--- config.mk ---
export PLATFORM = sky130hd
export DESIGN_NAME = pwm_preconditioner
export DESIGN_NICKNAME = d
export VERILOG_FILES = /design/src/rtl/pwm_preconditioner.sv
export SDC_FILE = /design/constraint.sdc
export NUM_CORES = 1
export LEC_CHECK = 0
export CAP_MARGIN = 20
export CORE_MARGIN = 2
export CORE_UTILIZATION = 41
export DETAILED_ROUTE_END_ITERATION = 8
export GPL_ROUTABILITY_DRIVEN = 0
export GPL_TIMING_DRIVEN = 0
export HOLD_SLACK_MARGIN = 0.06
export PLACE_DENSITY = 0.64
export REMOVE_ABC_BUFFERS = 1
export SYNTH_ARGS = -nofsm -noshare
export SYNTH_HDL_FRONTEND = slang
export SYNTH_SLANG_ARGS = --single-unit
--- constraint.sdc ---
create_clock -name CLK -period 2.05 [get_ports CLK]
set_input_delay 0.3075 -clock CLK [delete_from_list [all_inputs] [get_ports CLK]]
set_output_delay 0.3075 -clock CLK [all_outputs]
set_load 0.05 [all_outputs]
--- src/rtl/pwm_preconditioner.sv ---
// pwm_preconditioner
//   Turns the silencer's per-transducer (intensity, phase) stream into PWM edge
//   ticks. Intensity addresses an external pulse-width table; the returned width
//   is clamped to half a period and centred on the phase to produce RISE/FALL
//   ticks inside the 512-tick ultrasound period.
// Ports
//   CLK, RST          clock, synchronous active-high reset
//   DIN_VALID         input element valid
//   INTENSITY_IN      16-bit intensity, used directly as table address
//   PHASE_IN          8-bit phase, 256 steps per period
//   TABLE_ADDR        registered table read address (holds when idle)
//   TABLE_DATA        table pulse width, valid TABLE_LAT cycles after address
//   RISE, FALL        9-bit edge ticks, mod 512
//   IDX               transducer index of the output element
//   DOUT_VALID        RISE/FALL/IDX valid
//   DOUT_LAST         last element of a frame (IDX == DEPTH-1)
//   FRAME_ERR         sticky flag: a frame shorter than DEPTH was seen
module pwm_preconditioner #(
    parameter int DEPTH     = 249,
    parameter int TABLE_LAT = 2
) (
    input  logic        CLK,
    input  logic        RST,
    input  logic        DIN_VALID,
    input  logic [15:0] INTENSITY_IN,
    input  logic [7:0]  PHASE_IN,
    output logic [15:0] TABLE_ADDR,
    input  logic [8:0]  TABLE_DATA,
    output logic [8:0]  RISE,
    output logic [8:0]  FALL,
    output logic [7:0]  IDX,
    output logic        DOUT_VALID,
    output logic        DOUT_LAST,
    output logic        FRAME_ERR
);

    localparam logic [7:0] LAST_IDX = 8'(DEPTH - 1);
    localparam logic [8:0] PW_MAX   = 9'd256;

    // Input frame counter
    logic [7:0] cnt;

    // Delay line aligning phase/idx/last with the table read; stage 0 is
    // loaded on the same edge that registers TABLE_ADDR.
    logic [TABLE_LAT-1:0] vld_pipe;
    logic [7:0]           ph_pipe   [TABLE_LAT];
    logic [7:0]           idx_pipe  [TABLE_LAT];
    logic [TABLE_LAT-1:0] last_pipe;

    // Capture stage: table data joins the element here, already clamped
    logic       cap_vld;
    logic [8:0] cap_pw;
    logic [7:0] cap_ph;
    logic [7:0] cap_idx;
    logic       cap_last;

    // Edge arithmetic: floor half goes before the centre, ceil half after,
    // so FALL - RISE always equals the pulse width exactly.
    logic [8:0] centre;
    logic [8:0] half_lo;
    logic [8:0] half_hi;

    always_comb begin
        centre  = {cap_ph, 1'b0};
        half_lo = {1'b0, cap_pw[8:1]};
        half_hi = cap_pw - half_lo;
    end

    always_ff @(posedge CLK) begin
        if (RST) begin
            cnt        <= '0;
            FRAME_ERR  <= 1'b0;
            TABLE_ADDR <= '0;
        end else if (DIN_VALID) begin
            TABLE_ADDR <= INTENSITY_IN;
            cnt        <= (cnt == LAST_IDX) ? 8'd0 : cnt + 8'd1;
        end else if (cnt != 8'd0) begin
            // Short frame: flag it and resync so the next element is IDX 0
            FRAME_ERR <= 1'b1;
            cnt       <= '0;
        end
    end

    always_ff @(posedge CLK) begin
        if (RST) begin
            vld_pipe  <= '0;
            last_pipe <= '0;
            for (int i = 0; i < TABLE_LAT; i++) begin
                ph_pipe[i]  <= '0;
                idx_pipe[i] <= '0;
            end
        end else begin
            vld_pipe[0]  <= DIN_VALID;
            last_pipe[0] <= DIN_VALID && (cnt == LAST_IDX);
            ph_pipe[0]   <= PHASE_IN;
            idx_pipe[0]  <= cnt;
            for (int i = 1; i < TABLE_LAT; i++) begin
                vld_pipe[i]  <= vld_pipe[i-1];
                last_pipe[i] <= last_pipe[i-1];
                ph_pipe[i]   <= ph_pipe[i-1];
                idx_pipe[i]  <= idx_pipe[i-1];
            end
        end
    end

    always_ff @(posedge CLK) begin
        if (RST) begin
            cap_vld  <= 1'b0;
            cap_pw   <= '0;
            cap_ph   <= '0;
            cap_idx  <= '0;
            cap_last <= 1'b0;
        end else begin
            cap_vld  <= vld_pipe[TABLE_LAT-1];
            cap_last <= last_pipe[TABLE_LAT-1];
            cap_pw   <= (TABLE_DATA > PW_MAX) ? PW_MAX : TABLE_DATA;
            cap_ph   <= ph_pipe[TABLE_LAT-1];
            cap_idx  <= idx_pipe[TABLE_LAT-1];
        end
    end

    // Output register: data holds across gaps, only the flags drop
    always_ff @(posedge CLK) begin
        if (RST) begin
            RISE       <= '0;
            FALL       <= '0;
            IDX        <= '0;
            DOUT_VALID <= 1'b0;
            DOUT_LAST  <= 1'b0;
        end else begin
            DOUT_VALID <= cap_vld;
            DOUT_LAST  <= cap_vld && cap_last;
            if (cap_vld) begin
                RISE <= centre - half_lo;
                FALL <= centre + half_hi;
                IDX  <= cap_idx;
            end
        end
    end

endmodule

==> impl_metrics.ini <==
[outcome]
status = finished, violations left
violations = setup timing

[power_and_ir_drop]
p_per_area_nw_per_um2 = 943.6
p_leak_nw = 2.517
peakVddDrop_v = 0.0005471
power_mw = 5.948

[finish]
diodes = 0
syn2layout_area_growth_pct = 38.98
final_cell_mix = 108 x dfxtp_1, 77 x clkdlybuf4s50_1, 55 x nor2b_1, 52 x nor2_1, 28 x inv_1
num-fill-cells = 944
layout_commonest_cell = dfxtp_1
post-route-cell-area_um2 = 6304
multiInputGateArea_um2 = 2153
seqCellArea_um2 = 2335
fin_cells = 693
fin_nets = 602
drive_gt1_share_pct = 14.83

[sta]
period_share_pct = 108.9
fin_skew_ns = 0.006500
fin_setup_tns_ns = -0.6335
fmax_ghz = 0.4480
min_period_ns = 2.232
maxSlewViolCount = 0
tightestPinTransition_ns = 1.030
hold_viol = 0
rsz0062_at_grt = yes
setup_violations = 6
max_slew_margin_pct = 31.09
finalWorstSetupSlack_ns = -0.1822

[die]
die_x_um = 109.2
ios = 81
die-area_um2 = 11920
core_region_area_um2 = 10840
rows = 38
start_util_pct = 41.84
die-height_um = 109.2

[clock_tree]
tritoncts = built
cts_root_buf = clkbuf_8
insertion_delay_ns = 0.50
clk_pin_slew_ns = 0.06
htree_levels = 4
cts.path.max_buffers = 2
cts_buffers = 17
cts.sinks = 116
postCtsHoldBufs = 0

[place]
dp_cells = 653
dpl_cell_area_um2 = 5493
dp_hpwl_um = 5639
place_ws_ns = -0.4306
portBuffers = 80

[global_route]
grt_max_degree = 67
grt_pass1_wl_um = 14240
first_global_vias = 3087
track_usage_pct = 15.68
grt_antenna_before_repair = 0
grt_overflow = 0

[synth]
syn_avg_cell_area_um2 = 10.12
ys_seq_area_share_pct = 51.20
ys_warn_count = 0
ys_seq_elements = 116
async_reset_ff_share_pct = 0
syn_inst = 448
synth_cell_types = 47
syn_area_um2 = 4536
synth_edf_count = 0
synthFlopType = dfxtp_1

[drt]
drc = 0
wl_per_cell_um = 12.73
dr_total_vias = 3264
avgViaCountPerCell = 4.710
first_pass_iters = 4
wirelength_um = 8821
ant_nets = 0
drt_iter0_drc = 151

[critical_path]
crit_type = flip-flop to flip-flop
reg2reg_from = cap_pw[2]
arrival_ns = 2.64
timing.rr.end = FALL[5]
crit_required_ns = 2.46
critPathLaunchType = flip-flop
rr_worst_depth = 10
rrSetupSlack_ns = -0.18
cp_max_fo = 4
endpoint_kind = flip-flop

[min_path]
hold_depth = 2
min_from = RST
hold_end = ph_pipe[0][0]
hold_path_class = input port to flip-flop

[job]
drv_cap = 0
==> how the worst max path moves through the flow <==
stage | start | endpoint | slack (ns) | cells past startpoint
after floorplan | cap_pw[1] | FALL[5] | -0.20 | 10
after CTS | cap_pw[2] | FALL[5] | -0.18 | 10
final | cap_pw[2] | FALL[5] | -0.18 | 10
after global placement | RST | RISE[7] | -3.62 | 4
after detailed placement | cap_pw[1] | FALL[5] | -0.43 | 10
after global routing | cap_pw[2] | FALL[5] | -0.30 | 10
==> Yosys cell counts (2+ instances only) <==
library cell  number  area share (%)
xnor2_1            5            0.97
ha_1              17             4.7
or2_2              2            0.28
a211o_1            2            0.39
o21ai_0            3            0.33
inv_1             36             3.0
nand2b_1           3            0.41
o22ai_1            3            0.41
nor3_1             9            0.99
nand4b_1           2            0.39
nor2b_1           56             7.7
xor2_1             4            0.77
and3_1             2            0.28
o21a_1             7             1.2
o211ai_1           5            0.83
clkbuf_1           7            0.58
clkinv_1           2            0.17
o2111ai_1          2            0.39
fa_1               9             4.0
buf_2              6            0.66
and2_1             9             1.2
dfxtp_1          116              51
a21o_1             2            0.33
nand2_1           12            0.99
nand4_1            2            0.28
nand3_1            8            0.88
a21oi_1            8            0.88
nor2_1            52             4.3
a211oi_1           6            0.99
mux2i_1           27             6.0
o311ai_0           2            0.39
buf_1              4            0.33
a31oi_1            4            0.55
==> power breakdown <==
group	internal (mW)	switching [mW]	leakage (nW)
logic	0.358	0.415	1.29
clock network	1.66	1.15	0.275
registers	2.32	0.0356	0.949
==> what timing repair did <==
| action | in CTS | in global routing |
|---|---|---|
| pin swaps | 14 | 9 |
| gates resized for setup | 24 | 22 |
| endpoints found under the setup margin | 8 | 12 |
| buffers inserted | 9 | 1 |
==> cell families after synthesis <==
logic type	count (synthesis)	synth area share, %
DFF	116	51.20
muxes	27	5.959
buffers and inverters	55	4.717
and+or+nand+nor	160	18.23
xor gates and xnor gates	10	2.234
adders and majority gates	26	8.662
AOI/OAI and AO/OA	54	8.993
==> worst max-delay path, stage by stage (launching register included) <==
cell     delay [ns]
dfxtp_2        0.35
inv_4          0.05
fa_1           0.51
inv_2          0.09
ha_4           0.13
inv_2          0.04
fa_2           0.34
nor2b_2        0.13
o21a_1         0.18
nor3_1         0.06
o32ai_1        0.25
==> flip-flops by register name, indices dropped and copies added (netlist names), 2 cells and up <==
| name | flops |
|---|---|
| FALL | 9 |
| TABLE_ADDR | 16 |
| cap_ph | 8 |
| cap_pw | 9 |
| vld_pipe | 2 |
| idx_pipe | 16 |
| cap_idx | 8 |
| RISE | 9 |
| ph_pipe | 16 |
| last_pipe | 2 |
| cnt | 8 |
| IDX | 8 |
==> final cells by class <==
| type | count | area share [%] |
|---|---|---|
| flip-flops and latches | 116 | 37.04 |
| multi-input cells | 277 | 34.16 |
| repair buffers | 90 | 14.63 |
| clock buffers | 17 | 6.570 |
| well taps | 140 | 2.779 |
| clock inverters | 15 | 2.521 |
| inverters | 38 | 2.302 |
==> metal layers <==
metal  share of wire [%]  GRT usage [%]  vias to the layer above
met3                 5.0          5.380                        7
met5                   0              0                        -
met4                 1.2          7.324                        0
li1                    -              -                     1669
met2                  49          25.11                       82
met1                  45          18.96                     1506
==> through the flow <==
step	hold WS [ns]	util, %
floorplan	0.3742	-
global placement	0.4172	50.18
detailed placement	0.4204	50.67
CTS	0.2013	57.17
global route	0.2287	58.15
finish	0.2272	58.15
(Power assumes the default switching activity.)
